**src/rtl/timer_pkg.sv**
```systemverilog
// Shared types and constants for the microwave mm:ss countdown.
// Quick-start preset is enabled by MICROWAVE_QUICKSTART_EN in the top.
package timer_pkg;

    typedef enum logic [2:0] {
        IDLE  = 3'd0,
        ENTRY = 3'd1,
        RUN   = 3'd2,
        PAUSE = 3'd3,
        DONE  = 3'd4
    } state_t;

    localparam int DIGIT_W = 4;

    localparam logic [4*DIGIT_W-1:0] BCD_ZERO = '0;
    localparam logic [4*DIGIT_W-1:0] BCD_ONE  = 16'h0001;

    localparam int MOD_DEC = 10;
    localparam int MOD_SIX = 6;

endpackage

```
**src/rtl/bcd_digit_down.sv**
```systemverilog
// One BCD digit of the down-counter chain; wraps 0 -> MOD-1 and
// raises borrow_out when decremented from zero.
module bcd_digit_down
    import timer_pkg::*;
#(
    parameter int MOD = 10
) (
    input  logic               clk,
    input  logic               clr,
    input  logic               en,
    input  logic               load,
    input  logic [DIGIT_W-1:0] din,
    output logic [DIGIT_W-1:0] q,
    output logic               borrow_out
);

    localparam logic [DIGIT_W-1:0] TOP = DIGIT_W'(MOD - 1);

    assign borrow_out = en & (q == '0);

    always_ff @(posedge clk or posedge clr) begin
        if (clr) begin
            q <= '0;
        end else if (load) begin
            q <= din;
        end else if (en) begin
            q <= (q == '0) ? TOP : q - 1'b1;
        end
    end

endmodule

```
**src/rtl/microwave_timer_ctrl.sv**
```systemverilog
// Microwave countdown sequencer: key entry, run/pause/clear, door gating.
// Define MICROWAVE_QUICKSTART_EN to let start in IDLE load QUICK_TIME.
module microwave_timer_ctrl
    import timer_pkg::*;
#(
    parameter logic [15:0] QUICK_TIME = 16'h0030
) (
    input  logic         clk,
    input  logic         clr,
    input  logic         tick,
    input  logic         key_valid,
    input  logic [3:0]   key_digit,
    input  logic         start,
    input  logic         stop_clear,
    input  logic         door_closed,
    output logic [15:0]  digits,
    output logic         heat,
    output logic         done,
    output logic         key_err,
    output logic [2:0]   state
);

`ifdef MICROWAVE_QUICKSTART_EN
    localparam bit QS_EN = 1'b1;
`else
    localparam bit QS_EN = 1'b0;
`endif

    state_t       st;
    state_t       nst;
    logic         load;
    logic         dec;
    logic         rej;
    logic [15:0]  ldata;
    logic [3:0]   bo;
    logic         key_ok;
    logic         door_ev;
    logic         unused_bo;

    assign key_ok    = key_valid && (key_digit <= 4'd9);
    // An open door only counts as an event while cooking.
    assign door_ev   = (st == RUN) && !door_closed;
    assign unused_bo = bo[3];
    assign state     = st;

    always_comb begin
        nst   = st;
        load  = 1'b0;
        dec   = 1'b0;
        rej   = 1'b0;
        ldata = digits;
        if (door_ev) begin
            nst = PAUSE;
        end else if (stop_clear) begin
            if (st == RUN) begin
                nst = PAUSE;
            end else if (st != IDLE) begin
                nst   = IDLE;
                load  = 1'b1;
                ldata = BCD_ZERO;
            end
        end else if (start) begin
            if ((st == ENTRY || st == PAUSE)
                && door_closed && digits != BCD_ZERO) begin
                nst = RUN;
            end else if (st == IDLE && QS_EN && door_closed) begin
                nst   = RUN;
                load  = 1'b1;
                ldata = QUICK_TIME;
            end
        end else if (key_ok) begin
            if (st == DONE) begin
                nst   = ENTRY;
                load  = 1'b1;
                ldata = {12'h000, key_digit};
            end else if (st == IDLE || st == ENTRY) begin
                if (digits[3:0] > 4'd5) begin
                    rej = 1'b1;
                end else begin
                    nst   = ENTRY;
                    load  = 1'b1;
                    ldata = {digits[11:0], key_digit};
                end
            end
        end else if (tick && st == RUN) begin
            dec = 1'b1;
            if (digits == BCD_ONE) begin
                nst = DONE;
            end
        end
    end

    always_ff @(posedge clk or posedge clr) begin
        if (clr) begin
            st      <= IDLE;
            heat    <= 1'b0;
            done    <= 1'b0;
            key_err <= 1'b0;
        end else begin
            st      <= nst;
            heat    <= (nst == RUN);
            done    <= (nst == DONE);
            key_err <= rej;
        end
    end

    bcd_digit_down #(.MOD(MOD_DEC)) u_sec_ones (
        .clk        (clk),
        .clr        (clr),
        .en         (dec),
        .load       (load),
        .din        (ldata[3:0]),
        .q          (digits[3:0]),
        .borrow_out (bo[0])
    );

    bcd_digit_down #(.MOD(MOD_SIX)) u_sec_tens (
        .clk        (clk),
        .clr        (clr),
        .en         (bo[0]),
        .load       (load),
        .din        (ldata[7:4]),
        .q          (digits[7:4]),
        .borrow_out (bo[1])
    );

    bcd_digit_down #(.MOD(MOD_DEC)) u_min_ones (
        .clk        (clk),
        .clr        (clr),
        .en         (bo[1]),
        .load       (load),
        .din        (ldata[11:8]),
        .q          (digits[11:8]),
        .borrow_out (bo[2])
    );

    bcd_digit_down #(.MOD(MOD_DEC)) u_min_tens (
        .clk        (clk),
        .clr        (clr),
        .en         (bo[2]),
        .load       (load),
        .din        (ldata[15:12]),
        .q          (digits[15:12]),
        .borrow_out (bo[3])
    );

endmodule

```
**config.mk**
```make
export PLATFORM = sky130hd
export DESIGN_NAME = microwave_timer_ctrl
export DESIGN_NICKNAME = d
export VERILOG_FILES = /design/src/rtl/timer_pkg.sv /design/src/rtl/bcd_digit_down.sv /design/src/rtl/microwave_timer_ctrl.sv
export SDC_FILE = /design/constraint.sdc
export NUM_CORES = 1
export LEC_CHECK = 0
export CAP_MARGIN = 20
export CORE_MARGIN = 4
export CORE_UTILIZATION = 42
export CTS_CLUSTER_DIAMETER = 200
export DETAILED_ROUTE_END_ITERATION = 10
export PLACE_DENSITY = 0.7
export SKIP_CTS_REPAIR_TIMING = 1
export SLEW_MARGIN = 20
export SYNTH_ARGS = -nofsm -noshare
export SYNTH_HDL_FRONTEND = slang
export SYNTH_SLANG_ARGS = --single-unit
```
**constraint.sdc**
```tcl
create_clock -name clk -period 2.9 [get_ports clk]
set_clock_uncertainty 0.2 [all_clocks]
set_input_delay 0.29 -clock clk [delete_from_list [all_inputs] [get_ports clk]]
set_output_delay 0.29 -clock clk [all_outputs]
set_load 0.005 [all_outputs]
```
==> impl_metrics.py, run 1 <==
metrics = {
    "status": {
        "status": "finished clean",
    },
    "sta": {
        "rsz0062_at_grt": "false",
        "worstMarginPinSlew_ns": 0.863,
        "maxSlewHeadroom_pct": 42.4,
        "fin_crit_sh_pct": 92.2,
        "final_hold_viol_count": 0,
        "tns_ns": 0,
        "maxSlewViolCount": 0,
        "max_clock_freq_mhz": 374,
        "setup-violations-final": 0,
        "min_period_ns": 2.67,
    },
    "drt": {
        "drt_iter0_markers": 145,
        "ant_nets": 0,
        "vias_per_cell": 6.13,
        "firstDrtPassIters": 4,
        "routed_wl_mm": 3.51,
        "wl_per_cell_microns": 16.0,
        "drc": 0,
        "vias": 1342,
    },
    "cells_and_area": {
        "fin_nets": 200,
        "layout_commonest_cell": "clkdlybuf4s50_1",
        "final_area_sq_um": 1690,
        "area_growth_pct": 30.5,
        "drive_above_1_share_pct": 5.85,
        "n_antenna_cell": 0,
        "mostFrequentLayoutCells": "clkdlybuf4s50_1 (32), dfrtp_1 (22), nand2_1 (20), a21oi_1 (16), nor2_1 (15)",
    },
    "worst_setup_path": {
        "cp_top_family": "compound AO/OA/AOI/OAI gates",
        "cp-start-kind": "flop",
        "max_stage_delay_ns": 0.55,
        "critical_path_buf_inv_count": 1,
        "endpoint_kind": "flop",
        "slowest_stage": "a2111oi_0",
        "critPathArrivalTime_ns": 2.68,
        "cp_data_required_time_ns": 2.90,
        "path_class": "flop to flop",
        "timing.rr.start": "state[0]",
        "path_cells": "or3b_4, a2111oi_4, buf_4, nand3_1, a2111oi_0, nor3_1",
        "crit_path_max_fanout": 8,
        "cp-startpoint": "state[0]",
    },
    "yosys": {
        "ys_types": 40,
        "synth_compound_area_share_pct": 25.5,
        "synth_adder_area_share_pct": 0,
        "syn_nets": 166,
        "synth_edf_count": 0,
        "yosys_warnings": 0,
        "yosys_most_used_dff": "dfrtp_1",
        "synth-simple-area-share_pct": 26.3,
        "yosysSeqAreaShare_pct": 42.6,
        "muxShareOfSynthArea_pct": 0.774,
        "ys_ff_latch": 22,
        "synthArstFlopShare_pct": 100,
        "syn_inst": 155,
        "synthesis.area_sq_um": 1290,
        "postSynthAreaPerCell_sq_um": 8.35,
        "synth_top_family_by_area": "simple AND/OR/NAND/NOR gates",
        "synth_xor_xnor_area_share_pct": 0.677,
    },
    "pwr": {
        "leakage_nw": 0.675,
        "p_seq_share_pct": 42.0,
        "clock_power_share_pct": 13.2,
        "p_sw_share_pct": 40.8,
        "p_int_mw": 0.823,
        "p_switching_mw": 0.566,
        "p_per_area_nw_per_um2": 823,
        "power_frac_comb_pct": 44.8,
        "ir_worst_vdd_v": 0.000471,
    },
    "cts": {
        "cts_made_buffers": 3,
        "clk_latency_ns": 0.32,
        "cts_root_buf": "clkbuf_4",
        "cts.sinks": 22,
        "ctsHtreeMaxLevel": 1,
        "cts_buffer_depth": 2,
        "clkTransAtPathRegs_ns": 0.14,
        "cts_tree": "built",
    },
    "floorplanning": {
        "die_h_microns": 63.5,
        "core_sq_um": 2850,
        "fp.dieArea_sq_um": 4030,
        "rows": 19,
        "io_pins": 33,
        "start_util_pct": 45.4,
        "die_w_microns": 63.5,
    },
    "placed_design": {
        "placed_area_sq_um": 1650,
        "io_buffers": 32,
        "hpwl_mm": 2.57,
        "place_congestion": 0.857,
    },
    "global_routing": {
        "grt-ovfl-total": 0,
        "grt_pass1_vias": 1278,
        "grt_first_pass_wirelength_mm": 5.93,
        "grt_start_max_net_pins": 24,
        "track_usage_pct": 18.3,
        "antenna_found_initial": 0,
    },
    "hold_path": {
        "hold_class": "input pin to asynchronous set/reset pin",
    },
    "run": {
        "maxCapViolCount": 0,
    },
}
==> final timing paths <==
| kind | end | slack, ns | cells past startpoint |
|---|---|---|---|
| setup / recovery | u_min_ones.q[2] | 0.23 | 6 |
| hold / removal | key_err | 0.22 | 2 |
| setup reg to reg | u_min_ones.q[2] | 0.23 | 6 |
| hold reg to reg | u_min_ones.q[1] | 0.41 | 2 |
| max in group asynchronous | u_sec_tens.q[1] | 1.75 | 2 |
| min in group clk | u_sec_ones.q[2] | 0.35 | 3 |
==> registers in the layout, summed over array words and instances (netlist names) <==
register,cells
key_err,1
u_sec_ones.q,4
u_min_tens.q,4
state,3
u_min_ones.q,4
done,1
u_sec_tens.q,4
heat,1
==> power by group through the flow <==
stage | Clock, mW | Sequential, mW | Combinational [mW]
after global placement | 0 | 0.577 | 0.611
final | 0.183 | 0.584 | 0.623
after detailed placement | 0 | 0.586 | 0.623
after CTS | 0.189 | 0.580 | 0.626
after floorplan | 0 | 0.537 | 0.348
after global routing | 0.199 | 0.606 | 0.692
==> cells by family (layout without fill, tap and decap cells) <==
logic type | count (synthesis) | count (layout)
AO/OA/AOI/OAI | 50 | 50
buffers and inverters | 14 | 47
flip-flops | 22 | 22
AND/OR/NAND/NOR | 67 | 67
XOR/XNOR | 1 | 1
multiplexers | 1 | 1
==> cell usage after synthesis, types with 2 or more instances <==
| cell type | n | area share, % |
|---|---|---|
| nand2_1 | 20 | 5.8 |
| nand3_1 | 3 | 1.2 |
| nor2_1 | 15 | 4.4 |
| a31oi_1 | 5 | 2.4 |
| o21ai_0 | 10 | 3.9 |
| nand2b_1 | 5 | 2.4 |
| o21ai_1 | 2 | 0.77 |
| a21oi_1 | 16 | 6.2 |
| nor3_1 | 9 | 3.5 |
| o211ai_1 | 5 | 2.9 |
| inv_1 | 8 | 2.3 |
| dfrtp_1 | 22 | 43 |
| nor2b_1 | 3 | 1.5 |
| nor4_1 | 2 | 0.97 |
| clkbuf_1 | 5 | 1.5 |
==> worst reg2reg max path, cell delays in order (launching register included) <==
cell       delay [ns]
dfrtp_1          0.50
or3b_4           0.45
a2111oi_4        0.37
buf_4            0.22
nand3_1          0.16
a2111oi_0        0.56
nor3_1           0.09
==> final cells by class <==
type                       count  area, sq um
sequential                    22          551
tap                           31         38.8
inverter                       8         30.0
clock buffer                   4         36.3
timing repair buffer          35          343
multi-input combinational    119          689
fill                         274         1160
==> per-layer routing <==
metal,part of all wire (%),GRT usage (%)
met1,45,24.5
met3,5.2,2.66
met2,48,28.9
met4,1.9,8.63
met5,0,0
==> metrics by stage <==
stage	std cells	worst slack [ns]	power, mW	hold slack [ns]	utilization, %
after floorplan	155	0.308	0.885	0.0792	-
after global placement	215	0.380	1.19	0.377	57.9
after detailed placement	215	0.211	1.21	0.387	57.9
after CTS	219	0.279	1.40	0.257	59.2
after global routing	219	0.00180	1.50	0.316	59.2
final	219	0.227	1.39	0.223	59.2
Power figures use the tool's default switching activity.
==> run 2, diff against run 1 <==
CAP_MARGIN = not set   (was 20)
RECOVER_POWER = 100   (was not set)
==> run 2 against run 1 <==
Compared with the run above:
- wire length increased by 0.60%
- combinational power decreased by 8.0%
- register-to-register slack improved by 0.02 ns
- die area unchanged
- maximum frequency increased by 0.67%
- worst hold slack improved by 0.12 ns
- design area decreased by 0.52%
- sequential power decreased by 0.7%
==> impl_metrics.py, run 2 (synthesis gave the netlist of run 1 again) <==
metrics = {
    "status": {
        "status": "finished clean",
    },
    "cells_and_area": {
        "seq_area_sq_um": 551,
        "final_cells": 219,
        "multi_input_area_sq_um": 681,
        "fillers": 276,
        "layout_commonest_cell": "dlygate4sd3_1",
        "final_area_sq_um": 1680,
        "mostFrequentLayoutCells": "dlygate4sd3_1 (23), dfrtp_1 (22), nand2_1 (20), a21oi_1 (16), nor2_1 (15)",
        "area_growth_pct": 29.8,
        "drive_above_1_share_pct": 4.79,
        "n_antenna_cell": 0,
        "fin_nets": 200,
    },
    "sta": {
        "worstMarginPinSlew_ns": 0.866,
        "final_hold_viol_count": 0,
        "tns_ns": 0,
        "maxSlewHeadroom_pct": 42.2,
        "rsz0062_at_grt": "false",
        "maxSlewViolCount": 0,
        "min_period_ns": 2.66,
        "max_clock_freq_mhz": 377,
        "setup-violations-final": 0,
        "fin_crit_sh_pct": 91.6,
    },
    "global_routing": {
        "grt_start_max_net_pins": 24,
        "antenna_found_initial": 0,
        "grt-ovfl-total": 0,
        "track_usage_pct": 18.3,
        "grt_pass1_vias": 1278,
        "grt_first_pass_wirelength_mm": 5.93,
    },
    "drt": {
        "firstDrtPassIters": 5,
        "routed_wl_mm": 3.53,
        "ant_nets": 0,
        "drt_iter0_markers": 137,
        "vias": 1376,
        "drc": 0,
        "wl_per_cell_microns": 16.1,
        "vias_per_cell": 6.28,
    },
    "hold_path": {
        "hold_class": "input pin to flop",
    },
    "cts": {
        "cts_root_buf": "clkbuf_4",
        "ctsHtreeMaxLevel": 1,
        "cts.sinks": 22,
        "cts_buffer_depth": 2,
        "cts_tree": "built",
        "cts_made_buffers": 3,
        "clk_latency_ns": 0.32,
        "clkTransAtPathRegs_ns": 0.13,
    },
    "worst_setup_path": {
        "crit_path_max_fanout": 8,
        "cp_data_required_time_ns": 2.95,
        "max_stage_delay_ns": 0.56,
        "critical_path_buf_inv_count": 0,
        "slowest_stage": "or4_1",
        "path_cells": "or3b_1, a2111oi_4, nand4_1, or4_1, a31oi_1",
        "cp-start-kind": "flop",
        "endpoint_kind": "flop",
        "path_class": "flop to flop",
        "critPathArrivalTime_ns": 2.70,
        "cp_top_family": "simple AND/OR/NAND/NOR gates",
    },
    "floorplanning": {
        "die_w_microns": 63.5,
        "io_pins": 33,
        "die_h_microns": 63.5,
        "core_sq_um": 2850,
        "start_util_pct": 45.4,
        "fp.dieArea_sq_um": 4030,
        "rows": 19,
    },
    "run": {
        "maxCapViolCount": 0,
    },
    "placed_design": {
        "place_congestion": 0.857,
        "placed_area_sq_um": 1650,
        "dp_cells": 215,
        "io_buffers": 32,
        "hpwl_mm": 2.57,
    },
    "pwr": {
        "finalPower_mw": 1.34,
        "ir_worst_vdd_v": 0.000462,
        "leakage_nw": 0.709,
        "p_per_area_nw_per_um2": 795,
    },
}
run 2: path summary, 6_finish.rpt:
path / start / end / slack [ns] / cells after the start
setup / recovery: state[0] / u_min_tens.q[1] / 0.24 / 5
hold / removal: key_digit[2] / u_sec_ones.q[2] / 0.34 / 3
setup reg to reg: state[0] / u_min_tens.q[1] / 0.24 / 5
hold reg to reg: u_sec_tens.q[1] / u_min_ones.q[1] / 0.40 / 2
max in group asynchronous: clr / u_min_ones.q[0] / 1.61 / 2
min in group asynchronous: clr / key_err / 0.36 / 2
run 2: layout make-up:
class                           instances  area share, %
Clock buffer                            4           2.16
Inverter                                8           1.79
Multi-Input combinational cell        119           40.5
Sequential cell                        22           32.8
Tap cell                               31           2.31
Timing Repair Buffer                   35           20.4
run 2: per-layer routing:
metal  routed length [microns]  global-route usage, %  vias up
met2                      1670                   28.9       79
met4                        67                   8.63        0
met5                         0                      0        -
met3                       218                   2.66        6
li1                          -                      -      634
met1                      1570                   24.5      657
run 2: worst register-to-register path: stages (launching register included):
cell and delay, ns:
dfrtp_1 0.49, or3b_1 0.47, a2111oi_4 0.37, nand4_1 0.30, or4_1 0.56, a31oi_1 0.20
run 2: report_power, final:
group          internal (mW)  switching, mW  total [mW]
clock                 0.0768          0.104       0.181
combinational          0.298          0.275       0.573
sequential             0.404          0.176       0.580
run 2: metrics by stage:
stage                     setup WS [ns]  utilization, %  hold slack (ns)
after global placement            0.380            57.9            0.377
after global routing             0.0114            58.9            0.352
after detailed placement          0.211            57.9            0.387
final                             0.245            58.9            0.342
after CTS                         0.279            59.2            0.257
after floorplan                   0.308               -           0.0792
